### src/rtl/masked_and_seq_pkg.sv
// -----------------------------------------------------------------------------
// masked_and_seq_pkg
// Shared definitions for the masked AND gadget sequencer:
//   - state_e   : sequencer FSM states
//   - LFSR_W    : width of the internal mask LFSR
//   - LFSR_TAPS : feedback taps for x^64 + x^63 + x^61 + x^60 + 1
// -----------------------------------------------------------------------------
package masked_and_seq_pkg;

  typedef enum logic [1:0] {
    IDLE = 2'd0,
    LOAD = 2'd1,
    EVAL = 2'd2,
    DONE = 2'd3
  } state_e;

  localparam int LFSR_W = 64;

  // Polynomial exponents 64, 63, 61, 60 map onto state bits 63, 62, 60, 59.
  localparam logic [LFSR_W-1:0] LFSR_TAPS = 64'hD800_0000_0000_0000;

endpackage

### src/rtl/masked_and_seq_lfsr64.sv
// -----------------------------------------------------------------------------
// masked_and_lfsr64
// Free-running 64-bit Fibonacci LFSR used as the mask source for the masked
// AND sequencer. Shifts every cycle; reloads SEED on reset.
//
// Parameters:
//   SEED   reset value (must be nonzero)
//   OUT_W  number of low state bits exposed on o_state (1..64)
// Ports:
//   i_clk    in   clock
//   i_rst    in   asynchronous active-high reset
//   o_state  out  OUT_W  low bits of the current LFSR state
// -----------------------------------------------------------------------------
module masked_and_lfsr64
  import masked_and_seq_pkg::*;
#(
  parameter logic [LFSR_W-1:0] SEED  = 64'h0123_4567_89AB_CDEF,
  parameter int                OUT_W = 2
) (
  input  logic             i_clk,
  input  logic             i_rst,
  output logic [OUT_W-1:0] o_state
);

  logic [LFSR_W-1:0] r_state;
  logic              w_feedback;

  assign w_feedback = ^(r_state & LFSR_TAPS);

  // NOTE: state registers use non-blocking assignments and an asynchronous
  // reset in the sensitivity list, so every register in the block updates
  // from pre-edge values and reset takes effect without waiting for a clock.
  always_ff @(posedge i_clk or posedge i_rst) begin
    if (i_rst) begin
      r_state <= SEED;
    end else begin
      r_state <= {r_state[LFSR_W-2:0], w_feedback};
    end
  end

  assign o_state = r_state[OUT_W-1:0];

endmodule

### src/rtl/masked_and_seq.sv
// -----------------------------------------------------------------------------
// masked_and_seq
// Sequencer for a first-order two-share masked AND gadget. Accepts shared
// operands, draws fresh masks, drives the gadget through its latch (LOAD) and
// evaluate (EVAL) phases, captures the result shares and returns them.
//
// Optional feature (macro MASKED_AND_SEQ_EXT_RAND_EN):
//   defined   - masks come from an external randomness handshake
//               (rnd_valid / rnd_ready / rnd_data); no internal LFSR.
//   undefined - masks come from the internal 64-bit LFSR (LFSR_SEED).
//
// Parameters:
//   WIDTH      share / mask width, 1..32 (2*WIDTH must fit in the LFSR)
//   LFSR_SEED  nonzero reset value of the mask LFSR
// Ports:
//   g_clk, g_rst         clock, asynchronous active-high reset
//   in_valid / in_ready  operand handshake; ax^bx = x, ay^by = y
//   out_valid/out_ready  result handshake; qx^qy = x & y
//   g_ax..g_by           gadget operand drive
//   g_z0, g_z1           gadget masks
//   g_clk_en             gadget register enable (high only in LOAD)
//   g_qx, g_qy           gadget result shares
//   rnd_valid/rnd_ready/rnd_data  external masks (optional feature only)
// -----------------------------------------------------------------------------
module masked_and_seq
  import masked_and_seq_pkg::*;
#(
  parameter int                WIDTH     = 1,
  parameter logic [LFSR_W-1:0] LFSR_SEED = 64'h0123_4567_89AB_CDEF
) (
  input  logic               g_clk,
  input  logic               g_rst,
  input  logic               in_valid,
  output logic               in_ready,
  input  logic [WIDTH-1:0]   ax,
  input  logic [WIDTH-1:0]   bx,
  input  logic [WIDTH-1:0]   ay,
  input  logic [WIDTH-1:0]   by,
  output logic               out_valid,
  input  logic               out_ready,
  output logic [WIDTH-1:0]   qx,
  output logic [WIDTH-1:0]   qy,
  output logic [WIDTH-1:0]   g_ax,
  output logic [WIDTH-1:0]   g_ay,
  output logic [WIDTH-1:0]   g_bx,
  output logic [WIDTH-1:0]   g_by,
  output logic [WIDTH-1:0]   g_z0,
  output logic [WIDTH-1:0]   g_z1,
  output logic               g_clk_en,
  input  logic [WIDTH-1:0]   g_qx,
  input  logic [WIDTH-1:0]   g_qy
`ifdef MASKED_AND_SEQ_EXT_RAND_EN
  ,
  input  logic               rnd_valid,
  output logic               rnd_ready,
  input  logic [2*WIDTH-1:0] rnd_data
`endif
);

  state_e             r_state;
  logic [WIDTH-1:0]   r_g_ax, r_g_ay, r_g_bx, r_g_by;
  logic [WIDTH-1:0]   r_g_z0, r_g_z1;
  logic               r_g_clk_en;
  logic               r_out_valid;
  logic [WIDTH-1:0]   r_qx, r_qy;

  logic               w_idle;
  logic               w_in_ready;
  logic               w_accept;
  logic [2*WIDTH-1:0] w_rand;

  // NOTE: in_ready is combinational from state, so it is also gated with the
  // reset input; otherwise it would read 1 while reset holds the FSM in IDLE.
  assign w_idle = (r_state == IDLE) && !g_rst;

`ifdef MASKED_AND_SEQ_EXT_RAND_EN
  // Operand and randomness handshakes complete together: each side is only
  // ready when the other side is offering.
  assign w_in_ready = w_idle && rnd_valid;
  assign rnd_ready  = w_idle && in_valid;
  assign w_rand     = rnd_data;
`else
  assign w_in_ready = w_idle;

  masked_and_lfsr64 #(
    .SEED  (LFSR_SEED),
    .OUT_W (2*WIDTH)
  ) u_lfsr (
    .i_clk   (g_clk),
    .i_rst   (g_rst),
    .o_state (w_rand)
  );
`endif

  assign w_accept = in_valid && w_in_ready;

  always_ff @(posedge g_clk or posedge g_rst) begin
    if (g_rst) begin
      r_state     <= IDLE;
      r_g_ax      <= '0;
      r_g_ay      <= '0;
      r_g_bx      <= '0;
      r_g_by      <= '0;
      r_g_z0      <= '0;
      r_g_z1      <= '0;
      r_g_clk_en  <= 1'b0;
      r_out_valid <= 1'b0;
      r_qx        <= '0;
      r_qy        <= '0;
    end else begin
      case (r_state)
        IDLE: begin
          if (w_accept) begin
            // Operands and masks are frozen here and stay put until the
            // DONE->IDLE clear, covering both gadget phases.
            r_g_ax     <= ax;
            r_g_ay     <= ay;
            r_g_bx     <= bx;
            r_g_by     <= by;
            r_g_z0     <= w_rand[WIDTH-1:0];
            r_g_z1     <= w_rand[2*WIDTH-1:WIDTH];
            r_g_clk_en <= 1'b1;
            r_state    <= LOAD;
          end
        end
        LOAD: begin
          // The gadget samples at the end of this cycle.
          r_g_clk_en <= 1'b0;
          r_state    <= EVAL;
        end
        EVAL: begin
          r_qx        <= g_qx;
          r_qy        <= g_qy;
          r_out_valid <= 1'b1;
          r_state     <= DONE;
        end
        DONE: begin
          if (out_ready) begin
            // Zero every share the gadget sees so the next operand set never
            // directly follows this one on the same wires.
            r_g_ax      <= '0;
            r_g_ay      <= '0;
            r_g_bx      <= '0;
            r_g_by      <= '0;
            r_g_z0      <= '0;
            r_g_z1      <= '0;
            r_qx        <= '0;
            r_qy        <= '0;
            r_out_valid <= 1'b0;
            r_state     <= IDLE;
          end
        end
        default: r_state <= IDLE;
      endcase
    end
  end

  assign in_ready  = w_in_ready;
  assign out_valid = r_out_valid;
  assign qx        = r_qx;
  assign qy        = r_qy;
  assign g_ax      = r_g_ax;
  assign g_ay      = r_g_ay;
  assign g_bx      = r_g_bx;
  assign g_by      = r_g_by;
  assign g_z0      = r_g_z0;
  assign g_z1      = r_g_z1;
  assign g_clk_en  = r_g_clk_en;

endmodule

### config.mk
export PLATFORM = sky130hd
export DESIGN_NAME = masked_and_seq
export DESIGN_NICKNAME = d
export VERILOG_FILES = /design/src/rtl/masked_and_seq_pkg.sv /design/src/rtl/masked_and_seq_lfsr64.sv /design/src/rtl/masked_and_seq.sv
export SDC_FILE = /design/constraint.sdc
export NUM_CORES = 1
export LEC_CHECK = 0
export BUFFER_PORTS_ARGS = -buffer_cell sky130_fd_sc_hd__clkbuf_2
export CAP_MARGIN = 20
export CELL_PAD_IN_SITES_DETAIL_PLACEMENT = 1
export CELL_PAD_IN_SITES_GLOBAL_PLACEMENT = 1
export CORE_UTILIZATION = 45
export CTS_BUF_LIST = sky130_fd_sc_hd__clkbuf_8
export CTS_CLUSTER_SIZE = 14
export DETAILED_ROUTE_END_ITERATION = 6
export HOLD_SLACK_MARGIN = 0.05
export PLACE_DENSITY_LB_ADDON = 0.2
export SYNTH_ARGS = -nofsm -noshare
export SYNTH_HDL_FRONTEND = slang
export SYNTH_SLANG_ARGS = --single-unit
### constraint.sdc
create_clock -name g_clk -period 5.5 [get_ports g_clk]
set_input_delay 0.55 -clock g_clk [delete_from_list [all_inputs] [get_ports g_clk]]
set_output_delay 0.55 -clock g_clk [all_outputs]
set_load 0.005 [all_outputs]
==> key figures <==
Synth
  – Ys flop type: dfrtp_1
  – Synth async-reset ratio: 1.00
  – Syn_nets: 136
  – Seq cells post-synth: 76
  – Synth cell types: 20
  – Seq/Total Area, Yosys: 0.847
  – Syn avg cell area: approximately 19 sq um
  – YS warnings: 0
  – Top post-synthesis cells by area: dfrtp_1 48%, dfstp_2 37%, ha_1 2.7%
  – Post-synth top area share: 0.480
  – Synth Cell Area: 0.00229 sq mm
  – Post-Synthesis Cells: 121
  – Number of synthesized flops with an enable pin: 0
  – Leading area contributor after synthesis: dfrtp_1

Routing
  – WL/cell: 13.8 um
  – Final ANT Viol Nets: 0
  – Pre-antenna DRT Iters: 2
  – Via count: 993
  – Initial drt markers: 17
  – WL final: just over 3 mm
  – Vias per std cell: 4.43
  – DRC Markers: 0

Clock network
  – Number of setup buffers added after CTS: 0
  – Worst skew pair latency: roughly 0.33 ns
  – TritonCTS clock tree: yes
  – H-tree depth: 3
  – Gates resized, CTS repair: 0
  – Clock Sinks: 76
  – Clock buffer count from CTS: 9
  – Root Buffer: clkbuf_8
  – Hold-fix buffers, CTS: 0
  – Clock Path Buffers: 2
  – Clk slew on worst S/H paths: about 0.070 ns

Placed design
  – # port buffers: 20
  – Setup WS pre-CTS: 3.60 ns
  – Gpl congestion: 0.730
  – Placed cells: 208
  – Dpl hpwl: 1.77 mm

Finish
  – Final std cells w/o fill: around 220
  – Diode count: 0
  – Commonest cells after routing, fill and taps aside: 44 x dfrtp_1, 32 x dfstp_2, 20 x clkbuf_2
  – Fin util: 0.563
  – Area grow syn2layout: 18.4%
  – Share of layout cells above drive strength 1: 0.484
  – Nets: 167
  – Most common cell after layout, fill and taps aside: dfrtp_1

Global routing
  – Initial antenna violation count: 0
  – Largest net degree at the start of global routing: a little under 80
  – First-pass GRT wire length: 5.13 mm
  – Vias in the first global route: 1029
  – GR Util All Layers: 0.142
  – Global route overflow: 0

Setup path
  – Data required time of the worst path: between 4 and 5 ns
  – Worst setup SP type: register
  – CP max FO: 6
  – Crit end category: output port
  – Crit Path Class: register to output port
  – Critical path arrival: 1.49 ns

Power
  – VDD IR-drop max: 0.249 mV
  – P per Cell Area: 481 mW/mm^2
  – Leak: 1.30 nW

Timing
  – Clk_skew: ~0.0067 ns
  – Hold Slack: 0.351 ns
  – Slew headroom: 0.414
  – Fin crit share: 0.371
  – Final Slew Violations: 0
  – Tmin final: 2.04 ns
  – Max Fclk: 0.490 GHz
  – Setup TNS Final: 0 ns
  – Worst Setup Slack, final: ~3.5 ns
  – Final hold vios: 0
  – Unrepaired setup endpoints after global routing: no
  – Slew @ Worst Pin: 0.880 ns
  – Final setup vio count: 0

Floorplanning
  – I/O Pins: 21
  – Die Area: 0.00538 sq mm
  – Core area: 0.00482 sq mm
  – Starting Density: 0.476
  – Rows: 25
  – Die Ht: around 73 um
  – Die W: 73.4 um

Worst hold path
  – Hold Crit Class: register to register

Job
  – Max Cap Viol: 0

Status
  – Run status: completed
-- flip-flops by register name (all words and copies together) (netlist names) --
| register | count |
|---|---|
| u_lfsr.r_state | 64 |
| r_state | 2 |
| g_ax | 1 |
| g_ay | 1 |
| g_bx | 1 |
| g_by | 1 |
| g_clk_en | 1 |
| g_z0 | 1 |
| g_z1 | 1 |
| out_valid | 1 |
| qx | 1 |
| qy | 1 |
-- worst max-delay path, cell delays in order, from the launching register on --
cell and delay, ns:
dfrtp_1 0.41, inv_1 0.14, ha_1 0.33, nor2b_1 0.17
clkbuf_2 0.12
-- where the power goes --
part	internal [mW]	leakage, nW	switching (mW)
Clock	0.291	0.122	0.182
Sequential	0.597	0.926	0.0233
Combinational	0.101	0.256	0.111
Total	0.989	1.30	0.316
-- worst paths after layout --
kind	startpoint	endpoint	slack (ns)	cells after the start
min in group asynchronous	g_rst	g_clk_en	0.48	3
min	u_lfsr.r_state[48]	u_lfsr.r_state[49]	0.35	0
max in group asynchronous	g_rst	u_lfsr.r_state[29]	4.45	3
max reg2reg	r_state[0]	g_ay	3.61	5
max	r_state[0]	in_ready	3.46	4
min reg2reg	u_lfsr.r_state[48]	u_lfsr.r_state[49]	0.35	0
-- per-stage QoR --
step | power, mW | area [sq um]
final | 1.31 | 2710
after global routing | 1.38 | 2710
after CTS | 1.33 | 2710
after detailed placement | 0.847 | 2480
after global placement | 0.833 | 2480
after floorplan | 0.778 | 2290
-- cells by family (layout without fill, tap and decap cells) --
group,after synthesis,in the layout,share of synthesized area
mux,10,10,0.0475
fa+ha+maj,5,5,0.0273
xor+xnor,3,3,0.0115
compound gates,7,7,0.0229
flops,76,76,0.847
buf+inv,5,41,0.00873
simple gates,15,15,0.0349
-- cells in the mapped netlist (2+ instances only) --
| library cell | instances |
|---|---|
| nor2b_1 | 8 |
| nand2_1 | 2 |
| dfstp_2 | 32 |
| mux2_1 | 2 |
| dfrtp_1 | 44 |
| mux2i_1 | 3 |
| inv_1 | 4 |
| mux2_2 | 5 |
| xnor2_1 | 2 |
| ha_1 | 5 |
| nor2_1 | 3 |
| o21ai_0 | 3 |
-- layer usage --
| layer | part of all wire | wire length, um | vias up | global-route usage |
|---|---|---|---|---|
| li1 | - | - | 448 | - |
| met1 | 0.50 | 1540 | 511 | 0.194 |
| met2 | 0.43 | 1320 | 23 | 0.185 |
| met3 | 0.039 | 121 | 11 | 0.0453 |
| met4 | 0.034 | 104 | 0 | 0.115 |
| met5 | 0 | 0 | - | 0 |
-- final cells by class --
cell class / count / area [sq um]
multi-input cells: 40 / 330
fillers: 474 / 2100
clock buffers: 12 / 165
well taps: 67 / 83.8
clock inverters: 4 / 70.1
inverters: 4 / 15.0
flip-flops and latches: 76 / 1940
repair buffers: 21 / 108
Power figures use the tool's default switching activity.
